==> src/rtl/sr_flag_arbiter.sv <==
// Round-robin arbiter that serialises set/reset/hold commands from NREQ requesters
// onto a shared bank of SR flags, so that S and R can never both reach one flag.
module sr_flag_arbiter #(
  parameter int NREQ  = 4,
  parameter int NFLAG = 8,
  parameter int IDX_W = 3
) (
  input  logic                    clk_i,
  input  logic                    rst_ni,
  input  logic [NREQ-1:0]         req_i,
  input  logic [2*NREQ-1:0]       op_i,
  input  logic [IDX_W*NREQ-1:0]   idx_i,
  output logic [NREQ-1:0]         gnt_o,
  output logic [NREQ-1:0]         ack_o,
  output logic                    err_o,
  output logic                    busy_o,
  output logic [NFLAG-1:0]        q_o,
  output logic [NFLAG-1:0]        qn_o
);

  localparam int WID_W = (NREQ > 1) ? $clog2(NREQ) : 1;

  typedef enum logic [1:0] {IDLE, GRANT, APPLY, ACK} state_e;

  state_e               state_q, state_d;
  logic [WID_W-1:0]     winner_q, winner_d;
  logic [WID_W-1:0]     rrPtr_q, rrPtr_d;
  logic [1:0]           opLat_q, opLat_d;
  logic [IDX_W-1:0]     idxLat_q, idxLat_d;
  logic [NFLAG-1:0]     q_q, q_d;
  logic [NREQ-1:0]      gnt_q, gnt_d;
  logic [NREQ-1:0]      ack_q, ack_d;
  logic                 err_q, err_d;

  logic                 pickValid;
  logic [WID_W-1:0]     pickId;
  logic [1:0]           pickOp;
  logic [IDX_W-1:0]     pickIdx;
  logic                 errFlag;
  logic                 flagEn;
  logic [NFLAG-1:0]     setStrobe, rstStrobe;

  function automatic logic [NREQ-1:0] oneHot(input logic [WID_W-1:0] id);
    logic [NREQ-1:0] v;
    v = '0;
    for (int k = 0; k < NREQ; k++) v[k] = (int'(id) == k);
    return v;
  endfunction

  // Search starts at rrPtr_q and wraps; the first requester found wins.
  always_comb begin
    int cand;
    cand      = 0;
    pickValid = 1'b0;
    pickId    = '0;
    pickOp    = '0;
    pickIdx   = '0;
    for (int k = 0; k < NREQ; k++) begin
      cand = int'(rrPtr_q) + k;
      if (cand >= NREQ) cand = cand - NREQ;
      if (!pickValid && req_i[cand]) begin
        pickValid = 1'b1;
        pickId    = WID_W'(cand);
        pickOp    = op_i[2*cand +: 2];
        pickIdx   = idx_i[IDX_W*cand +: IDX_W];
      end
    end
  end

  always_comb begin
    errFlag   = (opLat_q == 2'b11) || (int'(idxLat_q) >= NFLAG);
    flagEn    = (state_q == APPLY) && !errFlag;
    setStrobe = '0;
    rstStrobe = '0;
    for (int f = 0; f < NFLAG; f++) begin
      setStrobe[f] = flagEn && (int'(idxLat_q) == f) && (opLat_q == 2'b10);
      rstStrobe[f] = flagEn && (int'(idxLat_q) == f) && (opLat_q == 2'b01);
    end
  end

  always_comb begin
    state_d  = state_q;
    winner_d = winner_q;
    rrPtr_d  = rrPtr_q;
    opLat_d  = opLat_q;
    idxLat_d = idxLat_q;
    q_d      = (q_q | setStrobe) & ~rstStrobe;
    gnt_d    = '0;
    ack_d    = '0;
    err_d    = 1'b0;
    case (state_q)
      IDLE: begin
        if (pickValid) begin
          winner_d = pickId;
          opLat_d  = pickOp;
          idxLat_d = pickIdx;
          gnt_d    = oneHot(pickId);
          state_d  = GRANT;
        end
      end
      GRANT: state_d = APPLY;
      APPLY: begin
        ack_d   = oneHot(winner_q);
        err_d   = errFlag;
        state_d = ACK;
      end
      ACK: begin
        if (int'(winner_q) == NREQ - 1) rrPtr_d = '0;
        else                            rrPtr_d = winner_q + 1'b1;
        state_d = IDLE;
      end
      default: state_d = IDLE;
    endcase
  end

  always_ff @(posedge clk_i) begin
    if (!rst_ni) begin
      state_q  <= IDLE;
      winner_q <= '0;
      rrPtr_q  <= '0;
      opLat_q  <= '0;
      idxLat_q <= '0;
      q_q      <= '0;
      gnt_q    <= '0;
      ack_q    <= '0;
      err_q    <= 1'b0;
    end else begin
      state_q  <= state_d;
      winner_q <= winner_d;
      rrPtr_q  <= rrPtr_d;
      opLat_q  <= opLat_d;
      idxLat_q <= idxLat_d;
      q_q      <= q_d;
      gnt_q    <= gnt_d;
      ack_q    <= ack_d;
      err_q    <= err_d;
    end
  end

  assign gnt_o  = gnt_q;
  assign ack_o  = ack_q;
  assign err_o  = err_q;
  assign busy_o = (state_q != IDLE);
  assign q_o    = q_q;
  assign qn_o   = ~q_q;

endmodule

==> config.mk <==
export PLATFORM = sky130hd
export DESIGN_NAME = sr_flag_arbiter
export DESIGN_NICKNAME = d
export VERILOG_FILES = /design/src/rtl/sr_flag_arbiter.sv
export SDC_FILE = /design/constraint.sdc
export NUM_CORES = 1
export LEC_CHECK = 0
export CAP_MARGIN = 5
export CORE_ASPECT_RATIO = 1.1
export CORE_MARGIN = 5
export CORE_UTILIZATION = 40
export CTS_CLUSTER_SIZE = 10
export DETAILED_ROUTE_END_ITERATION = 10
export HOLD_SLACK_MARGIN = 0.06
export PLACE_DENSITY = 0.74
export SYNTH_ARGS = -nofsm -noshare
export SYNTH_HDL_FRONTEND = slang
export SYNTH_SLANG_ARGS = --single-unit
==> constraint.sdc <==
create_clock -name clk_i -period 3 [get_ports clk_i]
set_input_delay 0.45 -clock clk_i [delete_from_list [all_inputs] [get_ports clk_i]]
set_output_delay 0.45 -clock clk_i [all_outputs]
set_load 0.05 [all_outputs]
After elaboration in Yosys (flattened, before gate mapping) --
Cells that the tools add are included.
Storage, ports and cells: bits in registers 28, bits of input ports 26, output and inout port bits 26, logic and storage cells 136
Operators by class: shifts and indexed selects 8, muxes and demuxes 35, eq/ne operators 20, $add $sub $neg 8, reductions and logical operators 40, order comparisons 8, bitwise operators 4, multipliers 4
Operators with widths (count):
- $lt A32 B4 Y1 const B | 4
- $mul A3 B32 Y32 const A | 4
- $mux W32 | 4
- $shiftx A12 B32 Y3 | 4
- $shiftx A8 B32 Y2 | 4
- $logic_and A1 B1 Y1 | 28
- $mux W2 | 10
- $eq A2 B2 Y1 const B | 8
- $not A8 Y8 | 2
- $eq A3 B3 Y1 const B | 4
- $mux W1 | 12
- $mux W3 | 4
- $sub A3 B3 Y4 const B | 3
- $ge A3 B3 Y1 const B | 3
- $and A8 B8 Y8 | 1
- $bmux W1 S2 | 4
- $eq A2 B1 Y1 const B | 4
- $or A8 B8 Y8 | 1
- $pmux W2 S4 | 1
- $add A2 B2 Y3 const B | 2
- $eq A3 B2 Y1 const B | 2
- $logic_not A2 Y1 | 3
- $logic_not A1 Y1 | 4
- $reduce_and A2 Y1 | 2
- other kinds (9) | 9

Longest topological paths before layout --
Gate-level depths: netlist of the first run.
depth in word-level cells 17, depth in mapped cells 17, gate-level depth less buffers 11

Worst setup path before layout of the first run --
No wires, ideal clock.
path kind register -> register, start register rrPtr_q[0], end register idxLat_q[2], cell stages (with the launch flop) 16, setup slack -0.275 ns, period minus slack after synthesis 3.275 ns, data required time 2.926 ns, library setup time 0.074 ns, path buffers 7, data arrival time 3.201 ns, cells stage by stage dfxtp_1 -> buf_4 -> inv_1 -> clkbuf_1 -> ha_1 -> buf_6 -> buf_12 -> buf_8 -> buf_6 -> buf_2 -> and2_1 -> ha_1 -> o41a_1 -> a311oi_1 -> o21ai_0 -> a31oi_1
Between the ends: word-level cells in the longest chain between the ends 16, elaborated cells between the ends (all ways) 50, classes of those cells 7 x add/sub; 4 x mul; 4 x order compare; 4 x shift; 24 x mux; 7 x reduce/logical
Ends and longest elaborated chain:
- start: declaration | line 27 | logic [WID_W-1:0] rrPtr_q, rrPtr_d;
- start signal: assignment | line 130 | rrPtr_q <= rrPtr_d;
- parallel branches: the longest is 16 deep, another holds $mul A3 B32 Y32
- end signal: assignment | line 132 | idxLat_q <= idxLat_d;
- end: declaration | line 29 | logic [IDX_W-1:0] idxLat_q, idxLat_d;
Several ways; the timed one is not identified. The select of a mux whose other input is x is not followed. A chain may end at the register's enable or synchronous reset.

Worst setup path in the final report of the first run --
start register rrPtr_q[0], end register idxLat_q[0]
The elaborated chain is that of the path after synthesis.

==> results of run 1 <==
sequential cells by signal, indices dropped and copies added, names as in the netlist:
register and cells:
state_q 2, q_o 8, winner_q 2, rrPtr_q 2, opLat_q 2, err_o 1, ack_o 4, gnt_o 4
idxLat_q 3
per-stage QoR:
step                std cells  hold slack (ps)  util, %  worst slack (ps)
CTS                       525              471     50.0               292
floorplan                 383              476        -              29.9
global route              525              527     50.0              1.16
finish                    525              468     50.0               287
global placement          521              456     49.3               354
detailed placement        521              458     49.3               326
Yosys cell counts (2+ instances only):
| cell type | number | share of area (%) |
|---|---|---|
| nor2_1 | 32 | 3.9 |
| mux2i_1 | 31 | 10 |
| nand2_1 | 29 | 3.5 |
| dfxtp_1 | 28 | 18 |
| o21ai_0 | 25 | 4.0 |
| a21oi_1 | 21 | 3.4 |
| inv_1 | 20 | 2.4 |
| clkbuf_1 | 19 | 2.3 |
| ha_1 | 16 | 6.4 |
| nand3_1 | 15 | 2.4 |
| mux4_2 | 14 | 10 |
| nor2b_1 | 12 | 2.4 |
| a31oi_1 | 10 | 2.0 |
| nand2b_1 | 9 | 1.8 |
| mux2_2 | 8 | 2.9 |
| o31ai_1 | 6 | 1.4 |
| and3_1 | 5 | 1.0 |
| buf_2 | 5 | 0.80 |
| a21boi_0 | 4 | 0.96 |
| a311oi_1 | 4 | 1.1 |
| buf_4 | 4 | 0.96 |
| nand3b_1 | 4 | 0.96 |
| o22ai_1 | 4 | 0.80 |
| a21o_1 | 3 | 0.72 |
| a22oi_1 | 3 | 0.72 |
| buf_6 | 3 | 1.1 |
| nand4_1 | 3 | 0.60 |
| a211o_1 | 2 | 0.56 |
| a211oi_1 | 2 | 0.48 |
| a32oi_1 | 2 | 0.56 |
| and2_0 | 2 | 0.40 |
| and3b_1 | 2 | 0.56 |
| and4_1 | 2 | 0.56 |
| nand4b_1 | 2 | 0.56 |
| nor3b_1 | 2 | 0.48 |
| nor4_1 | 2 | 0.40 |
| o311ai_0 | 2 | 0.56 |
| or2_2 | 2 | 0.40 |
area by class of cell:
type | instances | share of cell area (%)
Multi-Input combinational cell | 302 | 61.2
Clock buffer | 4 | 1.47
Sequential cell | 28 | 15.0
Tap cell | 105 | 3.50
Inverter | 20 | 2.00
Timing Repair Buffer | 66 | 16.9
worst max-delay path by stage:
stage / to / slack (ps) / cells past startpoint
floorplan: idxLat_q[2] / 30 / 15
global placement: idxLat_q[0] / 350 / 9
detailed placement: idxLat_q[0] / 330 / 9
CTS: idxLat_q[0] / 290 / 9
global route: idxLat_q[0] / 1 / 9
finish: idxLat_q[0] / 290 / 9
critical path: cells and delay by family, from the launching register on:
family,cells,cell delay (ps)
compound gates,4,1070
simple gates,2,380
flops,1,400
buf+inv,2,380
fa+ha+maj,1,410
kinds of logic after synthesis:
group / synth area share, %
flops: 18.0
compound gates: 21.0
mux: 23.8
simple gates: 21.9
other cells: 0.120
fa+ha+maj: 6.43
buf+inv: 8.68
power groups by stage:
stage	logic (mW)	clock network, mW	registers (mW)
after floorplan	0.847	0	0.516
after global placement	1.10	0	0.505
after detailed placement	1.11	0	0.508
after CTS	1.12	0.232	0.499
after global routing	1.23	0.252	0.510
final	1.13	0.229	0.502
metal layers:
metal / vias up / routed length [um]
li1: 1488 / -
met1: 1464 / 3760
met2: 115 / 4210
met3: 18 / 502
met4: 0 / 218
met5: - / 0
==> impl_metrics.csv, run 1 <==
group,metric,value,unit
setup_path,path_cells,"inv_1 -> ha_2 -> buf_12 -> nor2b_1 -> nand2_1 -> o21ai_0 -> o21ai_0 -> o41ai_1 -> o2bb2ai_1",
setup_path,setup.worst_path.class,"reg2reg",
placement,placement.cell_area,0.00370,sq mm
cells_and_area,syn2layout_area_growth,20.7,%
detailed_routing,via_per_inst,5.88,
die,core-area,0.00751,sq mm
clock_tree,cts_buffers,3,
clock_tree,cts-htree-levels,1,
clock_tree,ctsResizeCount,0,
detailed_routing,drtIter0Drc,156,
detailed_routing,drc,0,
min_path,hold_depth,2,
cells_and_area,multi_input_area,0.00230,sq mm
synth,synth_ff_type,"dfxtp_1",
clock_tree,cts_root_buffer,"clkbuf_8",
grt,grt_pass1_wl,14.5,mm
placement,gp_congestion,0.923,
cells_and_area,final_common_cell,"clkdlybuf4s50_1",
synth,synth_cell_types,62,
setup_path,worstPathRequired,3200,ps
pwr,peakVddDrop,0.250,mV
die,chipHeight,103,um
setup_path,worst-r2r-setup-slack,290,ps
grt,antenna_found_initial,0,
synth,ys_ff_latch,28,
grt,busiest_layer,"met2",
setup_path,critPathArrivalTime,2920,ps
grt,track_usage,18.4,%
min_path,holdCritPathClass,"reg2reg",
cells_and_area,final_area,0.00376,sq mm
setup_path,max_stage_delay,430,ps
cells_and_area,n_fill_cell,749,
pwr,pwr-share-seq,27.0,%
die,start_util,41.4,%
job,drv_cap,0,
cells_and_area,drive_gt1_share,11.4,%
setup_path,path_common_cell,"o21ai_0",
detailed_routing,antenna_left,0,
grt,grt_start_max_net_pins,47,
synth,postSynthNetCount,425,
setup_path,cp_max_fo,46,
min_path,min_from,"q_o[3]",
synth,ys_warn_count,0,
sta,relSlewSlack,47.9,%
grt,grt_use_met1,25.3,%
pwr,switching_share,44.8,%
status,status,"finished clean",
clock_tree,ctsLongestPathBuffers,2,
detailed_routing,wl,8.70,mm
synth,yosysSeqAreaShare,18.0,%
clock_tree,clkLatencyLatePin,270,ps
cells_and_area,seqCellArea,562,sq um
pwr,power_per_cell_area,495,mW/mm^2
cells_and_area,layout_common_cells,"51 x clkdlybuf4s50_1, 32 x nor2_1, 31 x mux2i_1",
pwr,pwr-share-clk,12.3,%
sta,worst_pin_slew,779,ps
sta,fmax,369,MHz
cells_and_area,nets,463,
pwr,p_sw,0.834,mW
synth,synth_cells,383,
placement,dp_hpwl,6.55,mm
clock_tree,cts.clk_slew.worst_paths,90,ps
pwr,pwr-share-comb,60.7,%
die,pin_count,52,
detailed_routing,routedWlPerCell,16.6,um
sta,rsz0062_at_grt,"false",
setup_path,worstReg2RegEnd,"idxLat_q[0]",
die,num_rows,33,
setup_path,critPathCaptureType,"flop",
sta,skew,3.57,ps
grt,use_met3,1.61,%
synth,avgSynthCellArea,8.13,sq um
synth,async_reset_ff_share,0,%
pwr,p_leak,1.31,nW
min_path,hold_end,"q_o[3]",
setup_path,rr_startpoint,"rrPtr_q[0]",
clock_tree,cts_setup_buffers,0,
setup_path,reg2reg_depth,9,
clock_tree,cts_tree,"yes",
sta,slew_violations,0,
setup_path,start_kind,"flop",
detailed_routing,dr_total_vias,3085,
grt,grt_use_met2,30.1,%
sta,finalHoldViolCount,0,
placement,io_buffer_count,51,
clock_tree,cts_num_sinks,28,
die,die_x,94.1,um
cells_and_area,antenna_cells,0,
grt,grt_pass1_vias,2949,
setup_path,cpMaxStageDelayCell,"o41ai_1",
grt,grt_overflow,0,
detailed_routing,dr.pass1.iters,5,
sta,report.final.setup_viol,0,
sta,period_needed,2710,ps
synth,syn_area,0.00311,sq mm
synth,synth_edf_count,0,
clock_tree,ctsHoldBuffers,0,
pwr,power.internal,1.03,mW
sta,tns,0,ps
pwr,power,1.86,mW
sta,finalCritPeriodShare,90.4,%
die,fp.dieArea,0.00965,sq mm
setup_path,critPathLaunch,"rrPtr_q[0]",
No activity file was read; power rests on OpenSTA's default activity.
==> inputs of run 2 (changes only) <==
- CAP_MARGIN: 5 -> 20
==> results of run 2 <==
The final DEF is identical to that of run 1; final timing and power are the same.
